`config.mk`:
```
export PLATFORM = sky130hd
export DESIGN_NAME = io_uart_responder
export DESIGN_NICKNAME = d
export VERILOG_FILES = /design/src/rtl/io_uart_responder.sv
export SDC_FILE = /design/constraint.sdc
export NUM_CORES = 1
export LEC_CHECK = 0
export CORE_AREA = 2 2 107 109
export DETAILED_ROUTE_END_ITERATION = 16
export DIE_AREA = 0 0 109 111
export PLACE_DENSITY = 0.79
export SYNTH_ARGS = -nofsm -noshare
export SYNTH_HDL_FRONTEND = slang
export SYNTH_SLANG_ARGS = --single-unit
```
`constraint.sdc`:
```
create_clock -name clk -period 2.8 [get_ports clk]
set_input_delay 0.56 -clock clk [delete_from_list [all_inputs] [get_ports clk]]
set_output_delay 0.56 -clock clk [all_outputs]
set_load 0.02 [all_outputs]
```
`src/rtl/io_uart_responder.sv`:
```
`default_nettype none
// ============================================================================
//  Module      : io_uart_responder
//  Description : Memory-mapped IO target (address top nibble 4'h8) with an
//                8N1 UART transmitter/receiver, each holding one byte, and
//                a free-running 32-bit cycle counter. Loads return data one
//                cycle after the strobe.
//  Revision    : 1.0 - initial release
// ============================================================================
module io_uart_responder #(
   parameter int CLOCK_FREQ = 50_000_000,
   parameter int BAUD_RATE  = 115_200
) (
   input  logic        clk,
   input  logic        rst_n,
   input  logic [31:0] io_addr,
   input  logic [3:0]  io_we,
   input  logic        io_re,
   input  logic [31:0] io_wdata,
   output logic [31:0] io_rdata,
   input  logic        serial_in,
   output logic        serial_out
);

   localparam int CLKS_PER_BIT = CLOCK_FREQ / BAUD_RATE;
   localparam int TIMER_W      = (CLKS_PER_BIT > 1) ? $clog2(CLKS_PER_BIT) : 1;
   localparam logic [TIMER_W-1:0] BIT_LAST  = TIMER_W'(CLKS_PER_BIT - 1);
   localparam logic [TIMER_W-1:0] HALF_LAST =
      TIMER_W'((CLKS_PER_BIT / 2 > 0) ? (CLKS_PER_BIT / 2 - 1) : 0);

   localparam logic [7:0] OFF_TX_STAT = 8'h00;
   localparam logic [7:0] OFF_RX_STAT = 8'h04;
   localparam logic [7:0] OFF_TX_DATA = 8'h08;
   localparam logic [7:0] OFF_RX_DATA = 8'h0C;
   localparam logic [7:0] OFF_COUNT   = 8'h10;

   // ------------------------------------------------------------------
   // Address decode
   // ------------------------------------------------------------------
   logic       sel;
   logic [7:0] offset;
   logic       rd;
   logic       wr;
   logic       tx_write;
   logic       rd_rx_data;
   logic       rd_rx_stat;
   logic       clr_count;
   logic       unused_bits;

   assign sel         = (io_addr[31:28] == 4'h8);
   assign offset      = io_addr[7:0];
   assign rd          = sel & io_re;
   assign wr          = sel & (io_we != 4'b0000);
   assign tx_write    = sel & io_we[0] & (offset == OFF_TX_DATA);
   assign rd_rx_data  = rd & (offset == OFF_RX_DATA);
   assign rd_rx_stat  = rd & (offset == OFF_RX_STAT);
   assign clr_count   = wr & (offset == OFF_COUNT);
   assign unused_bits = ^{io_addr[27:8], io_wdata[31:8]};

   // ------------------------------------------------------------------
   // Transmitter
   // ------------------------------------------------------------------
   typedef enum logic [1:0] {TX_IDLE, TX_START, TX_DATA, TX_STOP} tx_state_t;

   tx_state_t          tx_state, tx_state_next;
   logic [TIMER_W-1:0] tx_timer;
   logic [7:0]         tx_shift, tx_shift_next;
   logic [2:0]         tx_bit_cnt;
   logic               tx_ready;
   logic               tx_bit_done;

   assign tx_bit_done = (tx_timer == BIT_LAST);

   // TX next state; a write while busy is simply not looked at
   always_comb begin
      tx_state_next = tx_state;
      tx_shift_next = tx_shift;
      case (tx_state)
         TX_IDLE: begin
            if (tx_write) begin
               tx_state_next = TX_START;
               tx_shift_next = io_wdata[7:0];
            end
         end
         TX_START: begin
            if (tx_bit_done) tx_state_next = TX_DATA;
         end
         TX_DATA: begin
            if (tx_bit_done) begin
               tx_shift_next = {1'b0, tx_shift[7:1]};
               if (tx_bit_cnt == 3'd7) tx_state_next = TX_STOP;
            end
         end
         TX_STOP: begin
            if (tx_bit_done) tx_state_next = TX_IDLE;
         end
         default: tx_state_next = TX_IDLE;
      endcase
   end

   // TX registers; the line is registered from the next state so it never glitches
   always_ff @(posedge clk or negedge rst_n) begin
      if (!rst_n) begin
         tx_state   <= TX_IDLE;
         tx_timer   <= '0;
         tx_shift   <= '0;
         tx_bit_cnt <= '0;
         tx_ready   <= 1'b1;
         serial_out <= 1'b1;
      end else begin
         tx_state <= tx_state_next;
         tx_shift <= tx_shift_next;
         if (tx_state == TX_IDLE || tx_bit_done) tx_timer <= '0;
         else                                    tx_timer <= tx_timer + 1'b1;
         if (tx_state != TX_DATA) tx_bit_cnt <= '0;
         else if (tx_bit_done)    tx_bit_cnt <= tx_bit_cnt + 1'b1;
         tx_ready <= (tx_state_next == TX_IDLE);
         case (tx_state_next)
            TX_START: serial_out <= 1'b0;
            TX_DATA:  serial_out <= tx_shift_next[0];
            default:  serial_out <= 1'b1;
         endcase
      end
   end

   // ------------------------------------------------------------------
   // Receiver
   // ------------------------------------------------------------------
   typedef enum logic [1:0] {RX_IDLE, RX_START, RX_DATA, RX_STOP} rx_state_t;

   rx_state_t          rx_state, rx_state_next;
   logic [1:0]         rx_sync;
   logic               rx_bit;
   logic               rx_prev;
   logic [TIMER_W-1:0] rx_timer;
   logic [7:0]         rx_shift;
   logic [2:0]         rx_bit_cnt;
   logic               rx_half_done;
   logic               rx_bit_done;
   logic               rx_timer_wrap;
   logic               rx_done;
   logic [7:0]         rx_byte;
   logic               rx_valid;
   logic               overrun;

   assign rx_bit       = rx_sync[1];
   assign rx_half_done = (rx_timer == HALF_LAST);
   assign rx_bit_done  = (rx_timer == BIT_LAST);

   // Two-flop synchroniser plus one delayed copy for falling-edge detection
   always_ff @(posedge clk or negedge rst_n) begin
      if (!rst_n) begin
         rx_sync <= 2'b11;
         rx_prev <= 1'b1;
      end else begin
         rx_sync <= {rx_sync[0], serial_in};
         rx_prev <= rx_bit;
      end
   end

   // RX next state; a start needs a falling edge so a line held low after a
   // framing error does not retrigger reception
   always_comb begin
      rx_state_next = rx_state;
      rx_timer_wrap = 1'b0;
      rx_done       = 1'b0;
      case (rx_state)
         RX_IDLE: begin
            rx_timer_wrap = 1'b1;
            if (rx_prev && !rx_bit) rx_state_next = RX_START;
         end
         RX_START: begin
            if (rx_half_done) begin
               rx_timer_wrap = 1'b1;
               rx_state_next = rx_bit ? RX_IDLE : RX_DATA;
            end
         end
         RX_DATA: begin
            if (rx_bit_done) begin
               rx_timer_wrap = 1'b1;
               if (rx_bit_cnt == 3'd7) rx_state_next = RX_STOP;
            end
         end
         RX_STOP: begin
            if (rx_bit_done) begin
               rx_timer_wrap = 1'b1;
               rx_state_next = RX_IDLE;
               rx_done       = rx_bit;
            end
         end
         default: rx_state_next = RX_IDLE;
      endcase
   end

   // RX state, bit timer and shift register
   always_ff @(posedge clk or negedge rst_n) begin
      if (!rst_n) begin
         rx_state   <= RX_IDLE;
         rx_timer   <= '0;
         rx_shift   <= '0;
         rx_bit_cnt <= '0;
      end else begin
         rx_state <= rx_state_next;
         if (rx_timer_wrap) rx_timer <= '0;
         else               rx_timer <= rx_timer + 1'b1;
         if (rx_state == RX_DATA && rx_bit_done) rx_shift <= {rx_bit, rx_shift[7:1]};
         if (rx_state != RX_DATA) rx_bit_cnt <= '0;
         else if (rx_bit_done)    rx_bit_cnt <= rx_bit_cnt + 1'b1;
      end
   end

   // Holding register and status; a data read in the completion cycle
   // consumes the old byte, so it is not an overrun
   always_ff @(posedge clk or negedge rst_n) begin
      if (!rst_n) begin
         rx_byte  <= '0;
         rx_valid <= 1'b0;
         overrun  <= 1'b0;
      end else begin
         if (rx_done) begin
            rx_byte  <= rx_shift;
            rx_valid <= 1'b1;
         end else if (rd_rx_data) begin
            rx_valid <= 1'b0;
         end
         if (rx_done && rx_valid && !rd_rx_data) overrun <= 1'b1;
         else if (rd_rx_stat)                    overrun <= 1'b0;
      end
   end

   // ------------------------------------------------------------------
   // Cycle counter and load path
   // ------------------------------------------------------------------
   logic [31:0] cycle_count;
   logic [31:0] rd_mux;

   // Free-running counter; a write clears it and wins over the increment
   always_ff @(posedge clk or negedge rst_n) begin
      if (!rst_n)         cycle_count <= '0;
      else if (clr_count) cycle_count <= '0;
      else                cycle_count <= cycle_count + 32'd1;
   end

   // Load data select
   always_comb begin
      rd_mux = 32'h0;
      case (offset)
         OFF_TX_STAT: rd_mux = {31'b0, tx_ready};
         OFF_RX_STAT: rd_mux = {30'b0, overrun, rx_valid};
         OFF_RX_DATA: rd_mux = {24'b0, rx_byte};
         OFF_COUNT:   rd_mux = cycle_count;
         default:     rd_mux = 32'h0;
      endcase
   end

   // Load data register, held between strobes
   always_ff @(posedge clk or negedge rst_n) begin
      if (!rst_n)  io_rdata <= '0;
      else if (rd) io_rdata <= rd_mux;
   end

endmodule
`default_nettype wire

```
==> run metrics <==
Post-synth ARST share 100%; Worst setup SP type input port; Total Wirelength between 10 and 15 mm; status finished clean; kind of critical path in -> reg; clock sink total 123; Iter 0 DRT Violations around 260; Worst setup EP type register; Post-route DRC 0; Synth top area share 52.8%; Cell variety after synth 46; final worst path period need approximately 2300 ps; via count 4190; pin count of the biggest net entering global routing 60; Mapped Area 5590 µm²; # IOs about 110; clock buffer depth 2; Mapped Cells 535; predominant post-synthesis flop cell dfrtp_1; Syn Nets between 600 and 700; effective utilization at floorplan 50.5%; setup violators final 0; Clk Latency, worst-skew pair 410 ps; DP Area 6410 µm²; crit path max fanout 32; footprint of the multi-input gates 2380 µm²; share of cells above drive strength 1 12.0%; Critical Path Sink cycle_count[5]$_DFF_PN0_; fillcell total 890; Die Width roughly 110 µm; largest cells by area after synthesis dfrtp_1, nand2_1, nor2_1, xor2_1, nand3_1; max_slew headroom a little under half; Pleak 3.22 nW; Hold Vio Cnt, Final 0; post_cts resized 0; routed len/inst between 15 and 20 µm; Fin Setup TNS 0 ps; first-pass GRT wire length 21.0 mm; Worst Tran Pin Value 788 ps; reg2reg start tx_timer[2]$_DFF_PN0_; Antenna Cells 0; Area growth syn-to-layout 25.5%; clk slew on worst S/H paths 50 ps; unrepaired setup endpoints after global routing no; reg-to-reg endpoint serial_out$_DFF_PN1_; chip height 111 µm; pwr dens about 640 nW/µm²; hold buffers post-CTS 0; Root Driver clkbuf_16; GRT overflow 0; die area 12100 µm²; total CTS buffers 17; worst hold path class in -> async; fin crit share 81.5%; crit path DAT around 2600 ps; maximum capacitance violations 0; flops & latches, synth 123; CP startpoint io_addr[6]; Vias/cell 5.51; Seq/Total Area, Yosys 55.2%; Core Rows 39; Worst R2R Path Depth 5; Post-synth EDFFs 0; R2R setup slack 550 ps; Setup Fix Bufs, Post-CTS 0; Pre-Repair DR Iteration Count 4; fmax 438 MHz; Max VDD drop 0.490 mV; Synth Warn # 0; initial antenna violation count 0; ANT nets after route 0; Fin Clk Skew 8.42 ps; net count reported at finish 686; TritonCTS clock tree done; vias in the first global route 4376; Critical Path RT 3090 ps; Register Area 3080 µm²; Avg Cell Area, Syn approximately 10 µm²; design area 7010 µm²; Synth area leader dfrtp_1; dpl hpwl 7.83 mm; Core ar. 11100 µm²; GP Congestion between 0.7 and 0.8; H-tree depth 4; port bufs 60; Total GRT Usage 22.0%; pins over their slew limit 0
[cell usage after synthesis, types with 8 or more instances]
cell / count
dfrtp_1: 118
nand2_1: 73
nor2_1: 70
nand3_1: 46
xor2_1: 27
nand4_1: 19
mux2_2: 17
xnor2_1: 17
clkbuf_1: 13
and3_1: 12
ha_1: 10
inv_1: 10
nor2b_1: 9
o21ai_0: 8
[per-layer routing]
metal	share of wire [%]	track usage [%]	up-vias
met5	0	0	-
met4	1.3	7.78	0
met3	3.5	5.00	13
met2	53	36.6	76
met1	42	28.0	2112
li1	-	-	1989
[stage by stage]
| step | worst slack [ps] | power [W] | utilization, % | instances | hold slack [ps] |
|---|---|---|---|---|---|
| floorplan | 677 | 0.00208 | - | 535 | 264 |
| global placement | 151 | 0.00224 | 57.8 | 728 | 346 |
| detailed placement | 108 | 0.00225 | 57.8 | 728 | 347 |
| CTS | 528 | 0.00449 | 63.3 | 760 | 149 |
| global route | 374 | 0.00462 | 63.3 | 760 | 167 |
| finish | 518 | 0.00446 | 63.3 | 760 | 136 |
[cells in the final DEF, fill, tap and decap left out, drive strengths merged, types with 10 or more instances in the layout]
master,count
and3,12
buf,11
clkbuf,21
clkdlybuf4s50,59
dfrtp,118
ha,10
inv,10
mux2,17
nand2,73
nand3,46
nand4,20
nor2,71
xnor2,17
xor2,27
[registers in the layout, summed over array words and instances, names as in the netlist, 2 cells and up, named ones only]
| name | count |
|---|---|
| rx_bit_cnt | 3 |
| tx_shift | 8 |
| rx_byte | 8 |
| tx_timer | 9 |
| tx_state | 2 |
| rx_shift | 8 |
| rx_timer | 9 |
| tx_bit_cnt | 3 |
| io_rdata | 32 |
| cycle_count | 32 |
| rx_sync | 2 |
[power breakdown]
part           total (W)  internal (W)  switching (W)
sequential       0.00195       0.00185      0.0000987
clock            0.00223       0.00144       0.000788
combinational   0.000275      0.000134       0.000141
[logic make-up after synthesis]
family                     count (synthesis)  synth area share [%]
AOI/OAI and AO/OA                         42                  5.71
xor gates and xnor gates                  44                  6.90
adders and majority gates                 10                  2.24
buffers and inverters                     30                  2.17
DFF                                      123                  55.2
muxes                                     21                  4.14
and+or+nand+nor                          265                  23.7
[critical path, stage by stage]
cell	delay, ps
clkdlybuf4s50_1	390
or4_1	590
nor3_2	240
and2_1	260
and3_1	240
buf_12	200
nor2_1	80
[worst min-delay path by stage]
stage	startpoint	end	slack, ps	cells past startpoint
finish	rst_n	io_rdata[17]$_DFFE_PN0P_	140	1
global route	rst_n	io_rdata[16]$_DFFE_PN0P_	170	1
CTS	rst_n	io_rdata[17]$_DFFE_PN0P_	150	1
detailed placement	rx_sync[0]$_DFF_PN1_	rx_sync[1]$_DFF_PN1_	350	0
global placement	rx_sync[0]$_DFF_PN1_	rx_sync[1]$_DFF_PN1_	350	0
floorplan	rst_n	async pin	260	0
[layout make-up]
| class | instances | share of cell area [%] |
|---|---|---|
| Timing Repair Buffer | 70 | 10.3 |
| Inverter | 10 | 0.535 |
| Multi-Input combinational cell | 382 | 34.0 |
| Clock buffer | 21 | 6.57 |
| Tap cell | 143 | 2.55 |
| Clock inverter | 11 | 2.05 |
| Sequential cell | 123 | 44.0 |
(Power assumes the default switching activity.)
